--- src/rtl/mem_bus_arbiter.sv ---
// Two-requester round-robin arbiter in front of the memory_controller data port (IDLE -> ISSUE -> WAIT).
// Optional feature macro MEM_ARB_LOCK_EN adds req0_lock/req1_lock so one owner can hold the bus across a read-modify-write.
module mem_bus_arbiter #(
  parameter int ADDR_W = 32,
  parameter int DATA_W = 32
) (
  input  logic              clk,
  input  logic              rst,
  input  logic              req0_valid,
  input  logic [2:0]        req0_we,
  input  logic [ADDR_W-1:0] req0_addr,
  input  logic [DATA_W-1:0] req0_wdata,
  output logic              req0_ready,
  input  logic              req1_valid,
  input  logic [2:0]        req1_we,
  input  logic [ADDR_W-1:0] req1_addr,
  input  logic [DATA_W-1:0] req1_wdata,
  output logic              req1_ready,
`ifdef MEM_ARB_LOCK_EN
  input  logic              req0_lock,
  input  logic              req1_lock,
`endif
  output logic [DATA_W-1:0] rdata,
  output logic [2:0]        mem_write,
  output logic [ADDR_W-1:0] mem_addr,
  output logic [DATA_W-1:0] mem_in,
  input  logic [DATA_W-1:0] mem_out,
  output logic              busy
);

  localparam logic [1:0] IDLE  = 2'd0;
  localparam logic [1:0] ISSUE = 2'd1;
  localparam logic [1:0] WAIT  = 2'd2;

  logic [1:0]        state_q, state_d;
  logic              owner_q, owner_d;
  logic              last_grant_q, last_grant_d;
  logic [2:0]        mem_write_q, mem_write_d;
  logic [ADDR_W-1:0] mem_addr_q, mem_addr_d;
  logic [DATA_W-1:0] mem_in_q, mem_in_d;
  logic [DATA_W-1:0] rdata_q, rdata_d;
  logic [1:0]        ready_q, ready_d;

  logic [1:0] valid;
  logic       rr_id;
  logic       locked_grant;
  logic       grant_id;

  assign valid = {req1_valid, req0_valid};
  // On a tie the requester that did not win last time goes first.
  assign rr_id = (&valid) ? ~last_grant_q : valid[1];

`ifdef MEM_ARB_LOCK_EN
  logic lock_q, lock_d;
  // A held lock only sticks while its owner keeps asking; otherwise round-robin resumes.
  assign locked_grant = lock_q & valid[owner_q];
`else
  assign locked_grant = 1'b0;
`endif

  assign grant_id = locked_grant ? owner_q : rr_id;

  always_comb begin
    // NOTE: every next-state signal gets a default here so no path leaves it unassigned (no latches).
    state_d      = state_q;
    owner_d      = owner_q;
    last_grant_d = last_grant_q;
    mem_write_d  = mem_write_q;
    mem_addr_d   = mem_addr_q;
    mem_in_d     = mem_in_q;
    rdata_d      = rdata_q;
    ready_d      = 2'b00;
`ifdef MEM_ARB_LOCK_EN
    lock_d       = lock_q;
`endif
    case (state_q)
      IDLE: begin
`ifdef MEM_ARB_LOCK_EN
        lock_d = 1'b0;
`endif
        if (|valid) begin
          state_d     = ISSUE;
          owner_d     = grant_id;
          if (!locked_grant) last_grant_d = grant_id;
          mem_write_d = grant_id ? req1_we    : req0_we;
          mem_addr_d  = grant_id ? req1_addr  : req0_addr;
          mem_in_d    = grant_id ? req1_wdata : req0_wdata;
        end
      end
      ISSUE: begin
        mem_write_d = 3'b000;
        state_d     = WAIT;
      end
      WAIT: begin
        rdata_d = mem_out;
        ready_d = owner_q ? 2'b10 : 2'b01;
        state_d = IDLE;
`ifdef MEM_ARB_LOCK_EN
        lock_d  = owner_q ? req1_lock : req0_lock;
`endif
      end
      default: begin
        mem_write_d = 3'b000;
        state_d     = IDLE;
      end
    endcase
  end

  always_ff @(posedge clk) begin
    // NOTE: state registers use non-blocking assignments so every flop samples pre-edge values.
    if (rst) begin
      state_q      <= IDLE;
      owner_q      <= 1'b0;
      last_grant_q <= 1'b1;
      mem_write_q  <= '0;
      mem_addr_q   <= '0;
      mem_in_q     <= '0;
      rdata_q      <= '0;
      ready_q      <= '0;
`ifdef MEM_ARB_LOCK_EN
      lock_q       <= 1'b0;
`endif
    end else begin
      state_q      <= state_d;
      owner_q      <= owner_d;
      last_grant_q <= last_grant_d;
      mem_write_q  <= mem_write_d;
      mem_addr_q   <= mem_addr_d;
      mem_in_q     <= mem_in_d;
      rdata_q      <= rdata_d;
      ready_q      <= ready_d;
`ifdef MEM_ARB_LOCK_EN
      lock_q       <= lock_d;
`endif
    end
  end

  assign req0_ready = ready_q[0];
  assign req1_ready = ready_q[1];
  assign rdata      = rdata_q;
  assign mem_write  = mem_write_q;
  assign mem_addr   = mem_addr_q;
  assign mem_in     = mem_in_q;
  assign busy       = (state_q != IDLE);

endmodule

--- config.mk ---
export PLATFORM = sky130hd
export DESIGN_NAME = mem_bus_arbiter
export DESIGN_NICKNAME = d
export VERILOG_FILES = /design/src/rtl/mem_bus_arbiter.sv
export SDC_FILE = /design/constraint.sdc
export NUM_CORES = 1
export LEC_CHECK = 0
export BUFFER_PORTS_ARGS = -buffer_cell sky130_fd_sc_hd__clkbuf_2
export CORE_ASPECT_RATIO = 1.2
export CORE_MARGIN = 4
export CORE_UTILIZATION = 35
export CTS_CLUSTER_DIAMETER = 150
export DETAILED_ROUTE_END_ITERATION = 6
export PLACE_DENSITY_LB_ADDON = 0.1
export SYNTH_ARGS = -nofsm -noshare
export SYNTH_HDL_FRONTEND = slang
export SYNTH_SLANG_ARGS = --single-unit
--- constraint.sdc ---
create_clock -name clk -period 3 [get_ports clk]
set_input_delay 0 -clock clk [delete_from_list [all_inputs] [get_ports clk]]
set_output_delay 0 -clock clk [all_outputs]
set_load 0.01 [all_outputs]
==> results of run 1 <==
synth_stat cells, drive strengths merged:
cell	number
or2	1
a21boi	1
nor2	5
clkbuf	12
a311oi	64
nor3b	2
a221o	1
a21bo	1
dfxtp	105
o21ai	2
inv	4
nor3	1
o32ai	3
nor2b	2
a21oi	97
nand2	195
mux2i	3
buf	42
nand2b	1
worst max-delay path: cells and delay by family, from the launching register on:
| family | cells | cell delay (ns) |
|---|---|---|
| compound gates | 2 | 1.00 |
| simple gates | 1 | 0.07 |
| buf+inv | 2 | 0.87 |
| flops | 1 | 0.36 |
registers in the layout, indices dropped and copies added, names as in the netlist:
name,cells
mem_write,3
rdata,32
last_grant_q,1
owner_q,1
state_q,2
mem_addr,32
ready_q,2
mem_in,32
where the power goes:
part / total (W) / internal [W] / switching (W)
registers: 0.00159 / 0.00152 / 0.0000744
logic: 0.00107 / 0.000548 / 0.000518
clock network: 0.00144 / 0.000902 / 0.000542
total: 0.00410 / 0.00297 / 0.00113
kinds of logic (layout without fill, tap and decap cells):
group | Yosys count | after routing | synth area share (%)
muxes | 3 | 3 | 0.642
DFF | 105 | 105 | 44.9
and+or+nand+nor | 207 | 207 | 17.3
AOI/OAI and AO/OA | 169 | 169 | 30.2
other | 0 | 3 | 0
buffers and inverters | 58 | 465 | 6.87
per-layer routing:
layer / track usage (%) / vias to the layer above
li1: - / 2705
met1: 25.4 / 2545
met2: 37.8 / 196
met3: 5.11 / 27
met4: 7.55 / 0
met5: 0 / -
area by class of cell:
class	instances	area (µm²)	area share, %
inverters	4	15.0	0.186
multi-input cells	379	2260	28.0
flip-flops and latches	105	2100	26.0
diodes	3	7.51	0.0930
clock inverters	7	141	1.75
well taps	168	210	2.60
repair buffers	445	3110	38.5
clock buffers	9	225	2.79
worst paths after layout:
check	from	endpoint
hold / removal	req0_valid	last_grant_q
setup reg to reg	last_grant_q	mem_addr[23]
setup / recovery	last_grant_q	mem_addr[23]
hold reg to reg	mem_write[0]	mem_write[0]
stage by stage:
stage               power, W  setup WS [ns]  instance area (µm²)  hold slack, ns  utilization [%]
finish               0.00410          0.624                 8070          0.0307             61.3
global route         0.00430          0.477                 8070          0.0285             61.3
CTS                  0.00413          0.641                 8070          0.0213             61.2
detailed placement   0.00245           1.17                 6080           0.229             46.1
global placement     0.00244           1.26                 6080           0.225             46.1
floorplan            0.00212           1.79                 4680           0.136                -
==> qor.yml, run 1 <==
via_per_inst: 4.89
cts.sink_count: 105
fin_crit_sh_pct: 79.2
die_h_um: 135
vias: 5473
path_clk_slew_ns: 0.07
core_region_area_um2: 13200
stdcell_count: 1120
syn2layout_area_growth_pct: 72.6
fin_crit_ns: 2.38
cts_tree: "built"
cts-root-buf: "clkbuf_16"
hold_viol_final: 0
wl_met3_um: 1170
syn_inst: 542
yosysUniqueCellTypes: 25
tightest_slew_ns: 0.891
skew_ns: 0.00592
synthTopCellsByArea: "dfxtp_1 (45%), nand2_1 (16%), a311oi_2 (15%), a21oi_1 (10%), a311oi_1 (3.0%)"
synth_top_cell_by_area: "dfxtp_1"
postCtsSetupBuffers: 0
crit_type: "reg -> reg"
nets: 1114
grt_pass1_wl_um: 26900
drtPass1Iterations: 4
worstSetupStartpointType: "flop"
avgSynthCellArea_um2: 8.63
die_area_um2: 15300
dp_cells: 939
synth_area_um2: 4680
crit_arrival_ns: 2.66
grt_pass1_vias: 5547
slew_headroom_pct: 40.4
fp.dieW_um: 114
drtIter0Drc: 295
worstSkewPairLatency_ns: 0.34
final_common_cell: "clkbuf_2"
grt_max_degree: 69
cts-htree-levels: 3
gp_congestion: 0.773
synth.yosys.seq_area_share_pct: 44.9
slew_violations: 0
outcome: "complete, no violations"
antenna_found_initial: 3
required_ns: 3.29
finalSetupViolCount: 0
hold_depth: 3
reg2reg_slack_ns: 0.62
grt_remaining_overflow: 0
wl_met1_um: 6880
slowest_delay_ns: 0.73
rr_worst_depth: 5
hpwl_um: 11100
yosysTopAreaCellShare_pct: 44.9
power.density_nw_per_um2: 508
syn-num-nets: 712
fill_cells: 1170
drc: 0
p_leak_nw: 3.71
cts.repair.resized: 0
wirelength_um: 16900
portBuffers: 271
fp-row-count: 46
rsz0062_at_grt: "false"
layout-drive-gt1-share_pct: 37.3
numCtsBuffers: 9
met2RoutedLength_um: 8520
top_layer: "met4"
ctsHoldBuffers: 162
pin_count: 272
hp-class: "in -> reg"
wl_per_cell_um: 15.1
maxCapViolCount: 0
worstPathCellList: "a21boi_4, buf_12, nand2_1, a311oi_1, dlygate4sd3_1"
clock_path_buffers: 2
synth_warnings: 0
fmax_ghz: 0.421
crit_path_top_delay_cell: "a21boi_4"
ant_nets: 0
start_util_pct: 35.5
peakVddDrop_mv: 0.272
cp-end-kind: "flop"
final_cell_mix: "clkbuf_2 (270), nand2_1 (195), dlygate4sd3_1 (162), dfxtp_1 (105), a21oi_1 (97)"
worst-path-max-fanout: 36
grt_usage_pct: 21.5
finalSetupTns_ns: 0
synth-seq-cells: 105
(Power assumes the default switching activity.)
==> run 2: changes to the inputs <==
Settings changed: ABC_AREA from default to 1.
Clock period 3 ns to 2.3 ns, I/O delays scaled along.
==> run 2 against run 1 <==
  * Via count up 4.6%
  * Sequential share of layout area up 0.077 points
  * Clock-buffer cell count up 4
  * Clock power up 8%
  * Synthesized area up 1.6%
  * Critical path depth up 3
  * Combinational power up 24%
  * Sequential power up 31%
  * Register-to-register slack worse by 0.39 ns
  * Worst setup slack worse by 0.39 ns
  * Sequential cell count unchanged
  * First-iteration DRC count down 14%
  * Critical endpoint is now mem_in[2]
==> qor.yml, run 2 <==
synth.yosys.seq_area_share_pct: 44.2
slew_headroom_pct: 62.2
hpwl_um: 10100
synth-async-reset-ratio_pct: 0
cts_tree: "built"
tightest_slew_ns: 0.566
grt_use_met2_pct: 34.7
synth_area_um2: 4750
path_buf_inv: 3
synth_top_cell_by_area: "dfxtp_1"
fmax_ghz: 0.484
yosysUniqueCellTypes: 19
grt_pass1_wl_um: 24800
antenna_found_initial: 0
worst-path-max-fanout: 133
fill_cells: 1263
worstPathCellList: "inv_2, nand2_1, nor2_4, buf_12, nand2_1, nor2_1, dlygate4sd3_1, nor2_1"
drtPass1Iterations: 4
hold_viol_final: 0
power.density_nw_per_um2: 616
slew_violations: 0
top_usage_layer: "met2"
path_depth: 8
worstSetupStartpointType: "flop"
gr-usage-met1_pct: 22.7
rr_worst_depth: 8
die_h_um: 136
drc: 0
crit_arrival_ns: 2.30
yosysTopAreaCellShare_pct: 44.2
skew_ns: 0.00531
fin_crit_ns: 2.07
p_leak_nw: 4.39
cts-root-buf: "clkbuf_16"
cts-htree-levels: 3
start_util_pct: 35.9
grt_max_degree: 134
ys.flop_type: "dfxtp_1"
via_per_inst: 4.36
nets: 1311
vias: 5723
cp_top_family: "buffers and inverters"
slowest_delay_ns: 0.55
syn-num-nets: 907
peakVddDrop_mv: 0.317
grt_usage_pct: 19.5
syn_inst: 737
wl_per_cell_um: 11.9
yosysMostFrequentCell: "nor2_1"
fin_crit_sh_pct: 89.9
worstSkewPairLatency_ns: 0.34
postCtsSetupBuffers: 0
wirelength_um: 15600
fp-row-count: 46
maxCapViolCount: 0
fp.dieW_um: 114
required_ns: 2.53
synth-seq-cells: 105
grt_remaining_overflow: 0
finalSetupTns_ns: 0
gp_congestion: 0.787
diodes: 0
ant_nets: 0
finalPower_w: 0.00496
die_area_um2: 15500
syn2layout_area_growth_pct: 69.4
portBuffers: 271
rsz0062_at_grt: "false"
dp_worst_setup_slack_ns: 0.750
finalSetupViolCount: 0
crit_path_top_delay_cell: "dlygate4sd3_1"
placed_cell_area_um2: 6150
core_region_area_um2: 13200
final_cell_mix: "clkbuf_2 (271), nor2_1 (258), dlygate4sd3_1 (160), nand2_1 (136), dfxtp_1 (105)"
hp-class: "in -> reg"
clock_path_buffers: 2
path_clk_slew_ns: 0.07
grt_pass1_vias: 5428
outcome: "complete, no violations"
setup_slack_ns: 0.233
synthTopCellsByArea: "dfxtp_1 (44%), nor2_1 (20%), nand2_1 (11%), o21ai_0 (10%), inv_1 (5.8%)"
hold_depth: 5
cts.sink_count: 105
synth_commonest_cells: "nor2_1 (259), nand2_1 (136), dfxtp_1 (105)"
grtUsageMet3_pct: 4.38
layout-drive-gt1-share_pct: 26.2
pin_count: 272
crit_type: "reg -> reg"
drtIter0Drc: 255
final_area_um2: 8050
cp-end-kind: "flop"
numCtsBuffers: 9
final_common_cell: "clkbuf_2"
synth_edf_count: 0
avgSynthCellArea_um2: 6.45
synth_warnings: 0
==> run 2: cell types whose count changed after synthesis, sizes merged, moves of 4 or more <==
| cell | before | now |
|---|---|---|
| nor2 | 5 | 260 |
| a311oi | 64 | 0 |
| a21oi | 97 | 4 |
| clkbuf | 12 | 16 |
| nand3 | 0 | 10 |
| nand2 | 195 | 137 |
| inv | 4 | 76 |
| o21ai | 2 | 97 |
| buf | 42 | 29 |
==> run 2: power by group <==
part	internal (W)	switching [W]	leakage [nW]	total (W)
clock	0.000900	0.000657	0.142	0.00156
sequential	0.00200	0.0000808	0.867	0.00208
combinational	0.000674	0.000654	3.38	0.00133
total	0.00357	0.00139	4.39	0.00496
==> run 2: metrics by stage <==
stage	utilization (%)	cells	hold WS, ns
after floorplan	-	737	0.135
after global placement	46.4	1138	0.227
after detailed placement	46.4	1138	0.228
after CTS	60.8	1313	0.00136
after global routing	60.8	1313	0.0347
final	60.8	1313	0.0136
==> run 2: path summary, 6_finish.rpt <==
path	startpoint	slack (ns)	to
max	state_q[0]	0.23	mem_in[2]
min	req0_wdata[4]	0.01	mem_in[4]
max reg2reg	state_q[0]	0.23	mem_in[2]
min reg2reg	state_q[1]	0.43	state_q[1]
==> run 2: logic make-up after synthesis <==
logic type / share of synthesized area (%)
AND/OR/NAND/NOR: 33.3
buffers and inverters: 11.8
AO/OA/AOI/OAI: 10.6
flip-flops: 44.2
==> run 2: tightest hold or removal path, delay by kind of cell <==
kind | cells | cell delay [ns]
and+or+nand+nor | 3 | 0.18
buffers and inverters | 2 | 0.12
==> run 2: final cells by class <==
type / instances / area, µm² / area share (%)
clock buffer: 13 / 260 / 3.23
multi-input combinational: 511 / 2090 / 26.0
timing repair buffer: 438 / 3060 / 38.0
clock inverter: 2 / 37.5 / 0.466
sequential: 105 / 2100 / 26.1
inverter: 76 / 290 / 3.61
tap: 168 / 210 / 2.61
==> run 2: metal layers <==
metal / vias up / routed length [µm] / share of wire [%]
met5: - / 0 / 0
met4: 0 / 404 / 2.6
met3: 25 / 1070 / 6.9
met2: 180 / 7650 / 49
met1: 2487 / 6450 / 41
li1: 3031 / - / -
==> run 2: repair_timing <==
action	in CTS	in global routing
hold buffers	160	0
endpoints found under the setup margin	0	1
endpoints found under the hold margin	103	0
gates resized for setup	0	1
